==> config.mk <==
export PLATFORM = sky130hd
export DESIGN_NAME = tdc_result_framer
export DESIGN_NICKNAME = d
export VERILOG_FILES = /design/src/rtl/tdc_result_framer_pkg.sv /design/src/rtl/tdc_result_framer_fifo.sv /design/src/rtl/tdc_result_framer.sv
export SDC_FILE = /design/constraint.sdc
export NUM_CORES = 1
export LEC_CHECK = 0
export ABC_AREA = 1
export CAP_MARGIN = 20
export CORE_UTILIZATION = 40
export DETAILED_ROUTE_END_ITERATION = 8
export PLACE_DENSITY = 0.59
export SLEW_MARGIN = 15
export SYNTH_ARGS = -nofsm -noshare
export SYNTH_HDL_FRONTEND = slang
export SYNTH_HIERARCHICAL = 1
export SYNTH_SLANG_ARGS = --single-unit
==> constraint.sdc <==
create_clock -name iClk -period 3.2 [get_ports iClk]
set_input_delay 0.32 -clock iClk [delete_from_list [all_inputs] [get_ports iClk]]
set_output_delay 0.32 -clock iClk [all_outputs]
set_load 0.01 [all_outputs]
==> src/rtl/tdc_result_framer_pkg.sv <==
// Shared constants, serializer state encoding and frame-byte helper for the TDC result framer.
package tdc_result_framer_pkg;

  localparam int         TDC_FINE_W     = 10;
  localparam int         TDC_RECORD_W   = 24;
  localparam int         TDC_FIFO_DEPTH = 16;
  localparam logic [7:0] TDC_HDR_BYTE   = 8'hA5;

  typedef enum logic [2:0] {
    ST_IDLE,
    ST_HDR,
    ST_B2,
    ST_B1,
    ST_B0
  } ser_state_e;

  // Byte presented on the stream while the serializer sits in state st.
  function automatic logic [7:0] frame_byte(input logic [TDC_RECORD_W-1:0] rec,
                                            input logic [7:0]              hdr,
                                            input ser_state_e              st);
    case (st)
      ST_HDR:  return hdr;
      ST_B2:   return rec[23:16];
      ST_B1:   return rec[15:8];
      ST_B0:   return rec[7:0];
      default: return 8'h00;
    endcase
  endfunction

endpackage

==> src/rtl/tdc_result_framer_fifo.sv <==
// Register-based synchronous FIFO with first-word-fall-through read data and a registered level.
module tdc_sync_fifo #(
  parameter  int WIDTH = 24,
  parameter  int DEPTH = 16,
  localparam int AW    = $clog2(DEPTH),
  localparam int LVL_W = AW + 1
) (
  input  logic             iClk,
  input  logic             iRst,
  input  logic             wr_en,
  input  logic [WIDTH-1:0] wr_data,
  input  logic             rd_en,
  output logic [WIDTH-1:0] rd_data,
  output logic             full,
  output logic             empty,
  output logic [LVL_W-1:0] level
);

  logic [WIDTH-1:0] r_mem [DEPTH];
  logic [AW-1:0]    r_wr_ptr;
  logic [AW-1:0]    r_rd_ptr;
  logic [LVL_W-1:0] r_level;
  logic             w_push;
  logic             w_pop;

  // A write into a full FIFO is dropped even if a pop happens on the same edge.
  assign full    = (r_level == LVL_W'(DEPTH));
  assign empty   = (r_level == '0);
  assign w_push  = wr_en && !full;
  assign w_pop   = rd_en && !empty;
  assign rd_data = r_mem[r_rd_ptr];
  assign level   = r_level;

  always_ff @(posedge iClk) begin
    if (w_push) r_mem[r_wr_ptr] <= wr_data;
  end

  always_ff @(posedge iClk or posedge iRst) begin
    if (iRst) begin
      r_wr_ptr <= '0;
      r_rd_ptr <= '0;
      r_level  <= '0;
    end else begin
      if (w_push) r_wr_ptr <= r_wr_ptr + AW'(1);
      if (w_pop)  r_rd_ptr <= r_rd_ptr + AW'(1);
      case ({w_push, w_pop})
        2'b10:   r_level <= r_level + LVL_W'(1);
        2'b01:   r_level <= r_level - LVL_W'(1);
        default: r_level <= r_level;
      endcase
    end
  end

endmodule

==> src/rtl/tdc_result_framer.sv <==
// Timestamps TDC conversions with a coarse counter, queues them, and streams 4-byte frames
// (header, record[23:16], record[15:8], record[7:0]) over a valid/ready byte interface.
module tdc_result_framer
  import tdc_result_framer_pkg::*;
#(
  parameter int         FINE_W     = TDC_FINE_W,
  parameter int         COARSE_W   = 14,
  parameter int         FIFO_DEPTH = TDC_FIFO_DEPTH,
  parameter logic [7:0] HDR_BYTE   = TDC_HDR_BYTE
) (
  input  logic                         iClk,
  input  logic                         iRst,
  input  logic [FINE_W-1:0]            iTDC,
  input  logic                         iDone,
  input  logic                         iClrOvf,
  output logic [7:0]                   oByte,
  output logic                         oValid,
  input  logic                         iReady,
  output logic                         oOverflow,
  output logic [$clog2(FIFO_DEPTH):0]  oLevel
);

  localparam int REC_W = FINE_W + COARSE_W;

  logic [COARSE_W-1:0] r_coarse;
  logic [REC_W-1:0]    r_hold;
  logic [7:0]          r_byte;
  logic                r_valid;
  logic                r_ovf;
  ser_state_e          r_state;

  logic [REC_W-1:0]    w_rd_data;
  logic                w_full;
  logic                w_empty;
  logic                w_pop;
  logic                w_hs;

  tdc_sync_fifo #(
    .WIDTH (REC_W),
    .DEPTH (FIFO_DEPTH)
  ) u_fifo (
    .iClk    (iClk),
    .iRst    (iRst),
    .wr_en   (iDone),
    .wr_data ({r_coarse, iTDC}),
    .rd_en   (w_pop),
    .rd_data (w_rd_data),
    .full    (w_full),
    .empty   (w_empty),
    .level   (oLevel)
  );

  assign w_hs      = r_valid && iReady;
  assign oByte     = r_byte;
  assign oValid    = r_valid;
  assign oOverflow = r_ovf;

  // Pop from IDLE unconditionally, or from B0 on its final handshake so frames run back to back.
  always_comb begin
    w_pop = 1'b0;
    case (r_state)
      ST_IDLE: w_pop = !w_empty;
      ST_B0:   w_pop = w_hs && !w_empty;
      default: w_pop = 1'b0;
    endcase
  end

  always_ff @(posedge iClk or posedge iRst) begin
    if (iRst) begin
      r_coarse <= '0;
      r_ovf    <= 1'b0;
    end else begin
      r_coarse <= r_coarse + COARSE_W'(1);
      if (iDone && w_full) r_ovf <= 1'b1;
      else if (iClrOvf)    r_ovf <= 1'b0;
    end
  end

  // Entering HDR from IDLE spends one cycle with oValid low while the holding register settles;
  // HDR with r_valid low therefore means "first presentation pending".
  always_ff @(posedge iClk or posedge iRst) begin
    if (iRst) begin
      r_state <= ST_IDLE;
      r_hold  <= '0;
      r_byte  <= 8'h00;
      r_valid <= 1'b0;
    end else begin
      case (r_state)
        ST_IDLE: begin
          if (!w_empty) begin
            r_hold  <= w_rd_data;
            r_state <= ST_HDR;
          end
        end
        ST_HDR: begin
          if (!r_valid) begin
            r_valid <= 1'b1;
            r_byte  <= frame_byte(r_hold, HDR_BYTE, ST_HDR);
          end else if (w_hs) begin
            r_byte  <= frame_byte(r_hold, HDR_BYTE, ST_B2);
            r_state <= ST_B2;
          end
        end
        ST_B2: begin
          if (w_hs) begin
            r_byte  <= frame_byte(r_hold, HDR_BYTE, ST_B1);
            r_state <= ST_B1;
          end
        end
        ST_B1: begin
          if (w_hs) begin
            r_byte  <= frame_byte(r_hold, HDR_BYTE, ST_B0);
            r_state <= ST_B0;
          end
        end
        ST_B0: begin
          if (w_hs) begin
            if (!w_empty) begin
              r_hold  <= w_rd_data;
              r_byte  <= frame_byte(w_rd_data, HDR_BYTE, ST_HDR);
              r_state <= ST_HDR;
            end else begin
              r_valid <= 1'b0;
              r_byte  <= 8'h00;
              r_state <= ST_IDLE;
            end
          end
        end
        default: begin
          r_state <= ST_IDLE;
          r_valid <= 1'b0;
          r_byte  <= 8'h00;
        end
      endcase
    end
  end

endmodule

==> impl_metrics.csv <==
group,metric,value,unit
die,initial_utilization,0.406,
die,io-pin-count,30,
min_path,hold_class,"input pin to asynchronous set/reset pin",
critical_path,rr_worst_depth,18,
power,switching_share,0.374,
finish,final_antenna_diode_count,0,
global_route,groute.usage.overall,0.195,
finish,areaGrowthSynthToFinish,14.1,%
clocking,cts.htree.levels,2,
finish,final_common_cell,"sky130_fd_sc_hd__nand2_1",
clocking,cts_buffers,48,
critical_path,critPathMostFrequentCell,"sky130_fd_sc_hd__nand2_1",
power,totalPowerFinal,19.4,mW
finish,fillCellCount,4434,
critical_path,max_stage_delay,0.53,ns
synth,post_synthesis_cell_area,19400,sq um
power,power.sequential.fraction,0.385,
power,p_switching,7.25,mW
synth,yosys_register_bits,448,
drt,drc_viols,0,
drt,drt-vias-per-instance,4.88,
clocking,cts_resized,0,
critical_path,crit_path_start_kind,"flip-flop",
sta,timing.final.crit_period,2.65,ns
power,power.clock.fraction,0.280,
drt,detailedRoute.firstIterationViolations,971,
synth,synth_compound_gate_area_share,0.00380,
clocking,cts.sinks,448,
finish,fin_util,0.463,
synth,post_synthesis_share_of_cell_area_spent_on_and_or_nand_and_nor_gates,0.242,
sta,clock.fmax,0.378,GHz
global_route,grt_remaining_overflow,0,
die,chipHeight,222,microns
sta,worst-slew-pin-transition,0.985,ns
die,rows,80,
flow_run,drv.max_cap_violation_count,0,
place,port_buffers,29,
outcome,outcome,"completed",
synth,syn_nets,1948,
finish,ff_latch_area,13100,sq um
drt,totalWireLength,46900,microns
clocking,clk_latency,0.59,ns
drt,wirelength_met1,21100,microns
sta,setup-violations-final,0,
synth,post_synth_inst_count,1922,
critical_path,endpoint_kind,"flip-flop",
finish,final_layout_size_suffix_gt1_frac,0.0760,
synth,portion_of_netlist_area_occupied_by_mux_cells,0,
finish,final_cell_mix,"781 x sky130_fd_sc_hd__nand2_1, 384 x sky130_fd_sc_hd__edfxtp_1, 183 x sky130_fd_sc_hd__inv_1",
global_route,grt_first_pass_wirelength,73000,microns
sta,hold_viol_final,0,
drt,route.antenna.remaining_nets,0,
power,power_density,874,nW/um^2
synth,synth_cell_type_count,34,
sta,tns,0,ns
finish,finish.instance_area,22200,sq um
clocking,clock_tree.root_cell,"sky130_fd_sc_hd__clkbuf_16",
drt,post_dr_wirelength_cell,17.9,microns
critical_path,worst_path_max_delay_cell,"sky130_fd_sc_hd__dfrtp_1",
finish,finish.net_count,1988,
drt,drt_pass1_iterations,7,
place,hpwlAfterDp,28400,microns
clocking,post-cts-setup-buffer-count,0,
sta,timing.final.crit_share,0.828,
synth,synth_xor_xnor_area_share,0.00811,
clocking,tritoncts_clock_tree,"built",
drt,met3_wirelength,2450,microns
clocking,clockBufferDepth,3,
critical_path,category_of_the_critical_setup_timing_path,"flip-flop to flip-flop",
drt,via_count,12800,
power,peakVddDrop,0.000496,V
sta,drv_slew,0,
die,coreArea,47800,sq um
synth,synth_top_family_by_area,"simple AND/OR/NAND/NOR gates",
clocking,clkTransAtPathRegs,0.06,ns
drt,highest_layer,"met4",
global_route,grt_max_degree,93,
critical_path,critPathRequiredTime,3.68,ns
clocking,hold_fix_buffers_at_cts,0,
sta,clock_skew,0.0326,ns
power,power.share.combinational,0.334,
synth,synthAdderAreaFrac,0.00747,
critical_path,cp_data_arrival_time,3.13,ns
critical_path,crit_chain,"clkinv_4, nand2_1, nor2_2, nand2_4, inv_4, nand2_1, inv_1, ha_1, inv_1, fa_1, inv_1, nand2_1, nand2_1, nand2_1, nand2_1, nand2_1, nand2_1, nand2_1",
die,design.die.area,49500,sq um
synth,syn-mean-instance-area,10.1,sq um
sta,timing.slew.headroom,0.343,
critical_path,timing.critical_path.fanout_max,9,
global_route,grt_pass1_vias,12500,
place,placedInstanceArea,20600,sq um
finish,multiInputGateArea,5210,sq um
die,die_w,222,microns
drt,detailroute.wirelength.met2,22200,microns
synth,synthesis.yosys.warnings,6,
global_route,antenna_violations_before_repair,0,
power,leakage_power,9.35,nW
power,p_int,12.1,mW
place,final_weighted_congestion_in_routability_driven_placement,0.824,
synth,seq_area_frac_synth,0.676,
sta,rsz_0062_raised_after_global_routing,"no",
## state kept, by name, summed over array words and instances, names as in the netlist
signal           count
oOverflow            1
u_fifo/r_mem       384
r_hold              24
u_fifo/r_wr_ptr      4
oValid               1
u_fifo/level         5
r_coarse            14
oByte                8
u_fifo/r_rd_ptr      4
r_state              3
## power groups by stage
stage                     clock, mW  sequential (mW)  combinational, mW
after floorplan                   0             7.40               4.50
after CTS                      5.56             7.47               6.52
after detailed placement          0             7.58               6.48
after global routing           5.76             7.55               7.24
after global placement            0             7.57               6.45
final                          5.43             7.47               6.48
## Yosys cell counts
master,number,share of area
sky130_fd_sc_hd__nand2_1,781,0.15
sky130_fd_sc_hd__and2_4,1,0.00045
sky130_fd_sc_hd__inv_2,5,0.00097
sky130_fd_sc_hd__nor3_1,1,0.00026
sky130_fd_sc_hd__o21ai_0,10,0.0026
sky130_fd_sc_hd__inv_4,1,0.00032
sky130_fd_sc_hd__nand3_2,2,0.0010
sky130_fd_sc_hd__nand3_1,173,0.045
sky130_fd_sc_hd__or2_2,1,0.00032
sky130_fd_sc_hd__o21ai_4,1,0.00084
sky130_fd_sc_hd__nor3_4,1,0.00084
sky130_fd_sc_hd__nand2_4,3,0.0017
sky130_fd_sc_hd__buf_6,9,0.0052
sky130_fd_sc_hd__nor2_8,1,0.0010
sky130_fd_sc_hd__buf_4,15,0.0058
sky130_fd_sc_hd__inv_1,185,0.036
sky130_fd_sc_hd__nand4_1,4,0.0013
sky130_fd_sc_hd__or2_0,1,0.00032
sky130_fd_sc_hd__o21a_1,1,0.00039
sky130_fd_sc_hd__nor2_1,184,0.036
sky130_fd_sc_hd__xor2_1,10,0.0045
sky130_fd_sc_hd__nor2_4,4,0.0023
sky130_fd_sc_hd__nand2_2,2,0.00064
sky130_fd_sc_hd__fa_1,1,0.0010
sky130_fd_sc_hd__ha_1,10,0.0064
sky130_fd_sc_hd__dfrtp_1,64,0.082
sky130_fd_sc_hd__buf_2,45,0.012
sky130_fd_sc_hd__nand3_4,1,0.00090
sky130_fd_sc_hd__nor2_2,1,0.00032
sky130_fd_sc_hd__clkbuf_1,8,0.0015
sky130_fd_sc_hd__xnor2_1,8,0.0036
sky130_fd_sc_hd__edfxtp_1,384,0.59
sky130_fd_sc_hd__buf_1,3,0.00058
sky130_fd_sc_hd__clkinv_4,1,0.00045
## layer usage
metal / track usage / vias up
met1: 0.265 / 6107
met3: 0.0282 / 72
li1: - / 6252
met2: 0.320 / 328
met5: 0 / -
met4: 0.0641 / 0
## critical path, delay by kind of cell (launching register included)
family / cells / cell delay [ns]
fa+ha+maj: 2 / 0.63
buf+inv: 5 / 0.53
flops: 1 / 0.53
simple gates: 11 / 0.86
## final cells by class
cell class / count / share of cell area
Sequential cell: 448 / 0.592
Multi-Input combinational cell: 1202 / 0.235
Clock buffer: 59 / 0.0580
Timing Repair Buffer: 70 / 0.0354
Tap cell: 615 / 0.0347
Inverter: 192 / 0.0330
Clock inverter: 29 / 0.0116
## path summary, 6_finish.rpt
check	start	slack (ns)	endpoint
worst max-delay path	r_state[1]	0.55	u_fifo/level[4]
worst min-delay path	iRst	0.15	u_fifo/level[0]
worst max register to register	r_state[1]	0.55	u_fifo/level[4]
worst min register to register	oByte[1]	0.47	oByte[1]
max in group asynchronous	iRst	2.39	r_coarse[3]
min in group iClk	iClrOvf	0.32	oOverflow
## cell families after synthesis
| family | count (synthesis) |
|---|---|
| buffers and inverters | 272 |
| XOR/XNOR | 18 |
| adder cells (fa/ha/maj) | 11 |
| AO/OA/AOI/OAI | 12 |
| AND/OR/NAND/NOR | 1161 |
| flip-flops | 448 |
## metrics by stage
| step | hold WS, ns | instances | worst slack (ns) |
|---|---|---|---|
| floorplan | 0.197 | 1922 | 0.674 |
| global placement | 0.455 | 2527 | 0.315 |
| detailed placement | 0.458 | 2527 | 0.326 |
| CTS | 0.143 | 2615 | 0.527 |
| global route | 0.197 | 2615 | 0.249 |
| finish | 0.153 | 2615 | 0.551 |
Power figures use the tool's default switching activity.
